--- config.mk ---
export PLATFORM = sky130hd
export DESIGN_NAME = pipeline_result_fifo_flat
export DESIGN_NICKNAME = d
export VERILOG_FILES = /design/src/rtl/pipeline_result_fifo_if.sv /design/src/rtl/pipeline_result_fifo.sv /design/src/flat_wrapper.sv
export SDC_FILE = /design/constraint.sdc
export NUM_CORES = 1
export LEC_CHECK = 0
export ABC_AREA = 1
export ABC_CLOCK_PERIOD_IN_PS = 5000
export CORE_MARGIN = 1.5
export CORE_UTILIZATION = 23
export DETAILED_ROUTE_END_ITERATION = 16
export DONT_BUFFER_PORTS = 1
export GPL_ROUTABILITY_DRIVEN = 0
export SLEW_MARGIN = 20
export SYNTH_ARGS = -nofsm -noshare
export SYNTH_HDL_FRONTEND = slang
export SYNTH_SLANG_ARGS = --single-unit
--- constraint.sdc ---
create_clock -name clk -period 5 [get_ports clk]
set_input_delay 1 -clock clk [delete_from_list [all_inputs] [get_ports clk]]
set_output_delay 1 -clock clk [all_outputs]
set_load 0.005 [all_outputs]
--- src/rtl/pipeline_result_fifo_if.sv ---
// Handshake bundle between the result FIFO and its producer/consumer side.
// The testbench or surrounding logic drives the master side; the FIFO is the slave.
interface pipeline_result_fifo_if #(
  parameter int n  = 10,
  parameter int AW = 2
);
  logic         in_valid;
  logic [n-1:0] f_in;
  logic [n-1:0] out_data;
  logic         out_valid;
  logic         out_ready;
  logic [AW:0]  count;
  logic         full;
  logic         overflow;
  logic         ovf_clr;

  modport master (
    output in_valid, f_in, out_ready, ovf_clr,
    input  out_data, out_valid, count, full, overflow
  );

  modport slave (
    input  in_valid, f_in, out_ready, ovf_clr,
    output out_data, out_valid, count, full, overflow
  );
endinterface

--- src/rtl/pipeline_result_fifo.sv ---
// Re-aligns the upstream pipeline's issue strobe to its f output and buffers results in a FIFO.
// Optional PIPE_RES_STATS_EN adds saturating accepted/dropped result counters.
module pipeline_result_fifo #(
  parameter int n     = 10,
  parameter int LAT   = 3,
  parameter int DEPTH = 4,
  parameter int AW    = 2
) (
  input  logic                 clk,
  input  logic                 rst_n,
  pipeline_result_fifo_if.slave bus
`ifdef PIPE_RES_STATS_EN
  ,
  output logic [15:0]          acc_cnt,
  output logic [7:0]           drop_cnt
`endif
);

  logic [LAT-1:0] vld_d;
  logic [n-1:0]   mem [DEPTH];
  logic [AW-1:0]  wr_ptr;
  logic [AW-1:0]  rd_ptr;
  logic [AW:0]    count_q;
  logic           overflow_q;

  logic push_req;
  logic push;
  logic pop;
  logic drop;
  logic full_w;
  logic empty_w;

  assign full_w   = (count_q == (AW+1)'(DEPTH));
  assign empty_w  = (count_q == '0);
  assign push_req = vld_d[LAT-1];
  assign pop      = ~empty_w & bus.out_ready;
  // A full FIFO still accepts a result when the head leaves in the same cycle.
  assign push     = push_req & (~full_w | pop);
  assign drop     = push_req & ~push;

  always_ff @(posedge clk or negedge rst_n) begin
    if (!rst_n) begin
      vld_d <= '0;
    end else begin
      vld_d[0] <= bus.in_valid;
      for (int i = 1; i < LAT; i++) begin
        vld_d[i] <= vld_d[i-1];
      end
    end
  end

  always_ff @(posedge clk) begin
    if (push) begin
      mem[wr_ptr] <= bus.f_in;
    end
  end

  always_ff @(posedge clk or negedge rst_n) begin
    if (!rst_n) begin
      wr_ptr  <= '0;
      rd_ptr  <= '0;
      count_q <= '0;
    end else begin
      if (push) begin
        wr_ptr <= wr_ptr + AW'(1);
      end
      if (pop) begin
        rd_ptr <= rd_ptr + AW'(1);
      end
      if (push && !pop) begin
        count_q <= count_q + (AW+1)'(1);
      end else if (pop && !push) begin
        count_q <= count_q - (AW+1)'(1);
      end
    end
  end

  // A drop in the same cycle as a clear request keeps the flag set.
  always_ff @(posedge clk or negedge rst_n) begin
    if (!rst_n) begin
      overflow_q <= 1'b0;
    end else if (drop) begin
      overflow_q <= 1'b1;
    end else if (bus.ovf_clr) begin
      overflow_q <= 1'b0;
    end
  end

`ifdef PIPE_RES_STATS_EN
  always_ff @(posedge clk or negedge rst_n) begin
    if (!rst_n) begin
      acc_cnt  <= '0;
      drop_cnt <= '0;
    end else begin
      if (push && acc_cnt != 16'hFFFF) begin
        acc_cnt <= acc_cnt + 16'd1;
      end
      if (drop && drop_cnt != 8'hFF) begin
        drop_cnt <= drop_cnt + 8'd1;
      end
    end
  end
`endif

  assign bus.out_data  = empty_w ? '0 : mem[rd_ptr];
  assign bus.out_valid = ~empty_w;
  assign bus.count     = count_q;
  assign bus.full      = full_w;
  assign bus.overflow  = overflow_q;

endmodule

--- src/flat_wrapper.sv ---
// flat-port wrapper written by rule: the top's interface ports become plain ports
module pipeline_result_fifo_flat 
#(
  parameter int n     = 10,
  parameter int LAT   = 3,
  parameter int DEPTH = 4,
  parameter int AW    = 2
)
  (clk, rst_n, bus_in_valid, bus_f_in, bus_out_ready, bus_ovf_clr, bus_out_data, bus_out_valid, bus_count, bus_full, bus_overflow);
  pipeline_result_fifo_if #(.n(n), .AW(AW)) bus_i ();
  input  logic clk;
  input  logic rst_n;
  input wire logic [$bits(bus_i.in_valid)-1:0] bus_in_valid;
  input wire logic [$bits(bus_i.f_in)-1:0] bus_f_in;
  input wire logic [$bits(bus_i.out_ready)-1:0] bus_out_ready;
  input wire logic [$bits(bus_i.ovf_clr)-1:0] bus_ovf_clr;
  output wire logic [$bits(bus_i.out_data)-1:0] bus_out_data;
  output wire logic [$bits(bus_i.out_valid)-1:0] bus_out_valid;
  output wire logic [$bits(bus_i.count)-1:0] bus_count;
  output wire logic [$bits(bus_i.full)-1:0] bus_full;
  output wire logic [$bits(bus_i.overflow)-1:0] bus_overflow;
  assign bus_i.in_valid = bus_in_valid;
  assign bus_i.f_in = bus_f_in;
  assign bus_i.out_ready = bus_out_ready;
  assign bus_i.ovf_clr = bus_ovf_clr;
  assign bus_out_data = bus_i.out_data;
  assign bus_out_valid = bus_i.out_valid;
  assign bus_count = bus_i.count;
  assign bus_full = bus_i.full;
  assign bus_overflow = bus_i.overflow;
  pipeline_result_fifo #(.n(n), .LAT(LAT), .DEPTH(DEPTH), .AW(AW)) u_core (.clk(clk), .rst_n(rst_n), .bus(bus_i));
endmodule
==> results.json <==
{
  "status": "complete, no violations",
  "rsz0062_at_grt": "no",
  "finish.instance_area_sq_um": 2470,
  "port_buffers": 0,
  "fin_nets": 245,
  "syn_avg_cell_area_sq_um": 10.1,
  "coreArea_sq_um": 9370,
  "diodes": 0,
  "rows": 35,
  "max_stage_delay_ns": 0.85,
  "hold_viol": 0,
  "vdd.ir_drop.worst_mv": 0.119,
  "maxSlewViolCount": 0,
  "cap_violations": 0,
  "drc": 0,
  "final_cell_count_no_fill": 354,
  "netlist_area_sq_um": 2250,
  "p_leak_nw": 1.09,
  "antenna_found_initial": 0,
  "drive_gt1_frac": 0.0444,
  "dp_slack_ns": 2.33,
  "clkTransAtPathRegs_ns": 0.09,
  "worstMarginPinSlew_ns": 1.07,
  "placedCellCount": 346,
  "pin_count": 31,
  "yosysWarnings": 0,
  "post-route-min-period_ns": 2.99,
  "synth_cells": 222,
  "switchingPower_uw": 492,
  "die_y_um": 102,
  "grt_max_degree": 24,
  "nFillCells": 996,
  "cts_resized": 0,
  "dr_total_vias": 1384,
  "antenna_left": 0,
  "fin_ws_ns": 2.01,
  "syn_to_final_growth_pct": 10.2,
  "clock-sinks": 51,
  "worstSetupPathType": "reg -> out",
  "grt_pass1_vias": 1346,
  "clkPwrFrac": 0.187,
  "avgViaCountPerCell": 3.91,
  "clk_latency_ns": 0.31,
  "die_area_sq_um": 10400,
  "start_util": 0.240,
  "hold_buffers": 0,
  "numCtsBuffers": 5,
  "r2r_setup_slack_ns": 2.87,
  "hpwl_um": 2920,
  "die_width_um": 102,
  "critPathSlowestCell": "dfrtp_1",
  "comb_power_share": 0.311,
  "cts_root_buf": "clkbuf_8",
  "grt_pass1_wl_um": 6780,
  "hold_path.class": "reg -> reg",
  "cts_tree": "built",
  "setup_violations": 0,
  "clockBufferDepth": 2,
  "powerDensity_nw_per_um2": 514,
  "timing.fmax_ghz": 0.334,
  "skew_ns": 0.00687,
  "relSlewSlack": 0.282,
  "wl_per_cell_um": 12.1,
  "p_int_uw": 780,
  "swShare": 0.387,
  "synth-seq-cells": 51,
  "cp_data_required_time_ns": 4.00,
  "crit_path_cell_trace": "inv_2 > nand2_1 > nand3_1 > a21oi_1",
  "wirelength_um": 4280,
  "timing.final.crit_share": 0.598,
  "worstPathMaxFanout": 23,
  "synth_cell_types": 17,
  "arrival_ns": 1.99,
  "firstDrtPassIters": 4,
  "dpl_cell_area_sq_um": 2380,
  "cp-end-kind": "primary output",
  "drt_iter0_drc": 82,
  "post_cts_buffers": 0,
  "finalSetupTns_ns": 0,
  "pwr-share-seq": 0.502,
  "yosysSeqAreaShare": 0.657,
  "track_usage": 0.0896,
  "h-tree-depth": 2,
  "grt-ovfl-total": 0,
  "syn_nets": 243,
  "crit_path_start_kind": "flop"
}
worst max-delay path, delay by kind of cell, from the launching register on:
family | cells | cell delay [ns]
flip-flops | 1 | 0.85
buffers and inverters | 1 | 0.35
AND/OR/NAND/NOR | 2 | 0.21
AO/OA/AOI/OAI | 1 | 0.27
synthesized netlist by cell type:
| library cell | n | share of area |
|---|---|---|
| a21oi_1 | 10 | 0.022 |
| buf_2 | 5 | 0.011 |
| clkinv_1 | 1 | 0.0017 |
| dfrtp_1 | 11 | 0.12 |
| edfxtp_1 | 40 | 0.53 |
| fa_1 | 1 | 0.0089 |
| ha_1 | 5 | 0.028 |
| inv_1 | 54 | 0.090 |
| inv_2 | 2 | 0.0033 |
| nand2_1 | 57 | 0.095 |
| nand3_1 | 25 | 0.056 |
| nand4_1 | 1 | 0.0028 |
| nor2_1 | 5 | 0.0084 |
| nor3_1 | 1 | 0.0022 |
| o21ai_0 | 1 | 0.0022 |
| o22ai_1 | 1 | 0.0028 |
| xnor2_1 | 2 | 0.0078 |
registers in the layout, summed over array words and instances (netlist names):
signal               flops
u_core.rd_ptr            2
u_core.vld_d             3
u_core.bus.overflow      1
u_core.wr_ptr            2
u_core.bus.count         3
u_core.mem              40
layout make-up:
| type | count | area [sq um] | share of cell area |
|---|---|---|---|
| clock buffer | 5 | 68.8 | 0.0278 |
| inverter | 57 | 214 | 0.0865 |
| multi-input combinational | 109 | 531 | 0.214 |
| clock inverter | 3 | 23.8 | 0.00961 |
| tap | 129 | 161 | 0.0652 |
| sequential | 51 | 1480 | 0.597 |
power groups by stage:
| stage | sequential, mW | combinational [mW] | clock, mW |
|---|---|---|---|
| after global placement | 0.645 | 0.393 | 0 |
| after floorplan | 0.602 | 0.339 | 0 |
| final | 0.639 | 0.396 | 0.238 |
| after detailed placement | 0.649 | 0.404 | 0 |
| after CTS | 0.640 | 0.405 | 0.246 |
| after global routing | 0.653 | 0.459 | 0.259 |
through the flow:
step / power, mW / util / hold slack (ns)
finish: 1.27 / 0.264 / 0.354
global route: 1.37 / 0.264 / 0.356
CTS: 1.29 / 0.264 / 0.359
detailed placement: 1.05 / 0.254 / 0.336
global placement: 1.04 / 0.254 / 0.331
floorplan: 0.941 / - / 0.331
metal layers:
layer	global-route usage	routed length, um
met3	0.0465	367
met2	0.149	2120
met1	0.0915	1670
met4	0.0495	115
met5	0	0
cells by family after synthesis:
group | synth area share
simple gates | 0.164
buf+inv | 0.106
flops | 0.657
compound gates | 0.0273
fa+ha+maj | 0.0368
xor+xnor | 0.00780
placed cells by master, fill, tap and decap left out, drive strengths merged:
master,count
nand3,25
o21ai,1
clkinvlp,2
o22ai,1
clkinv,1
clkbuf,5
nor3,1
a21oi,10
edfxtp,40
dfrtp,11
nand2,57
inv,57
nand4,1
xnor2,2
ha,5
nor2,5
fa,1
worst paths after layout:
path,start,endpoint,depth (start not counted)
hold / removal,u_core.vld_d[0]$_DFF_PN0_,u_core.vld_d[1]$_DFF_PN0_,0
hold reg to reg,u_core.vld_d[0]$_DFF_PN0_,u_core.vld_d[1]$_DFF_PN0_,0
setup / recovery,u_core.rd_ptr[0]$_DFFE_PN0P_,bus_out_data[7],4
min in group asynchronous,rst_n,u_core.wr_ptr[0]$_DFFE_PN0P_,0
max in group asynchronous,rst_n,u_core.bus.count[2]$_DFFE_PN0P_,0
setup reg to reg,u_core.bus.count[0]$_DFFE_PN0P_,u_core.mem[1][5]$_DFFE_PP_,4
Note: power is estimated with default switching activity, not from simulation.
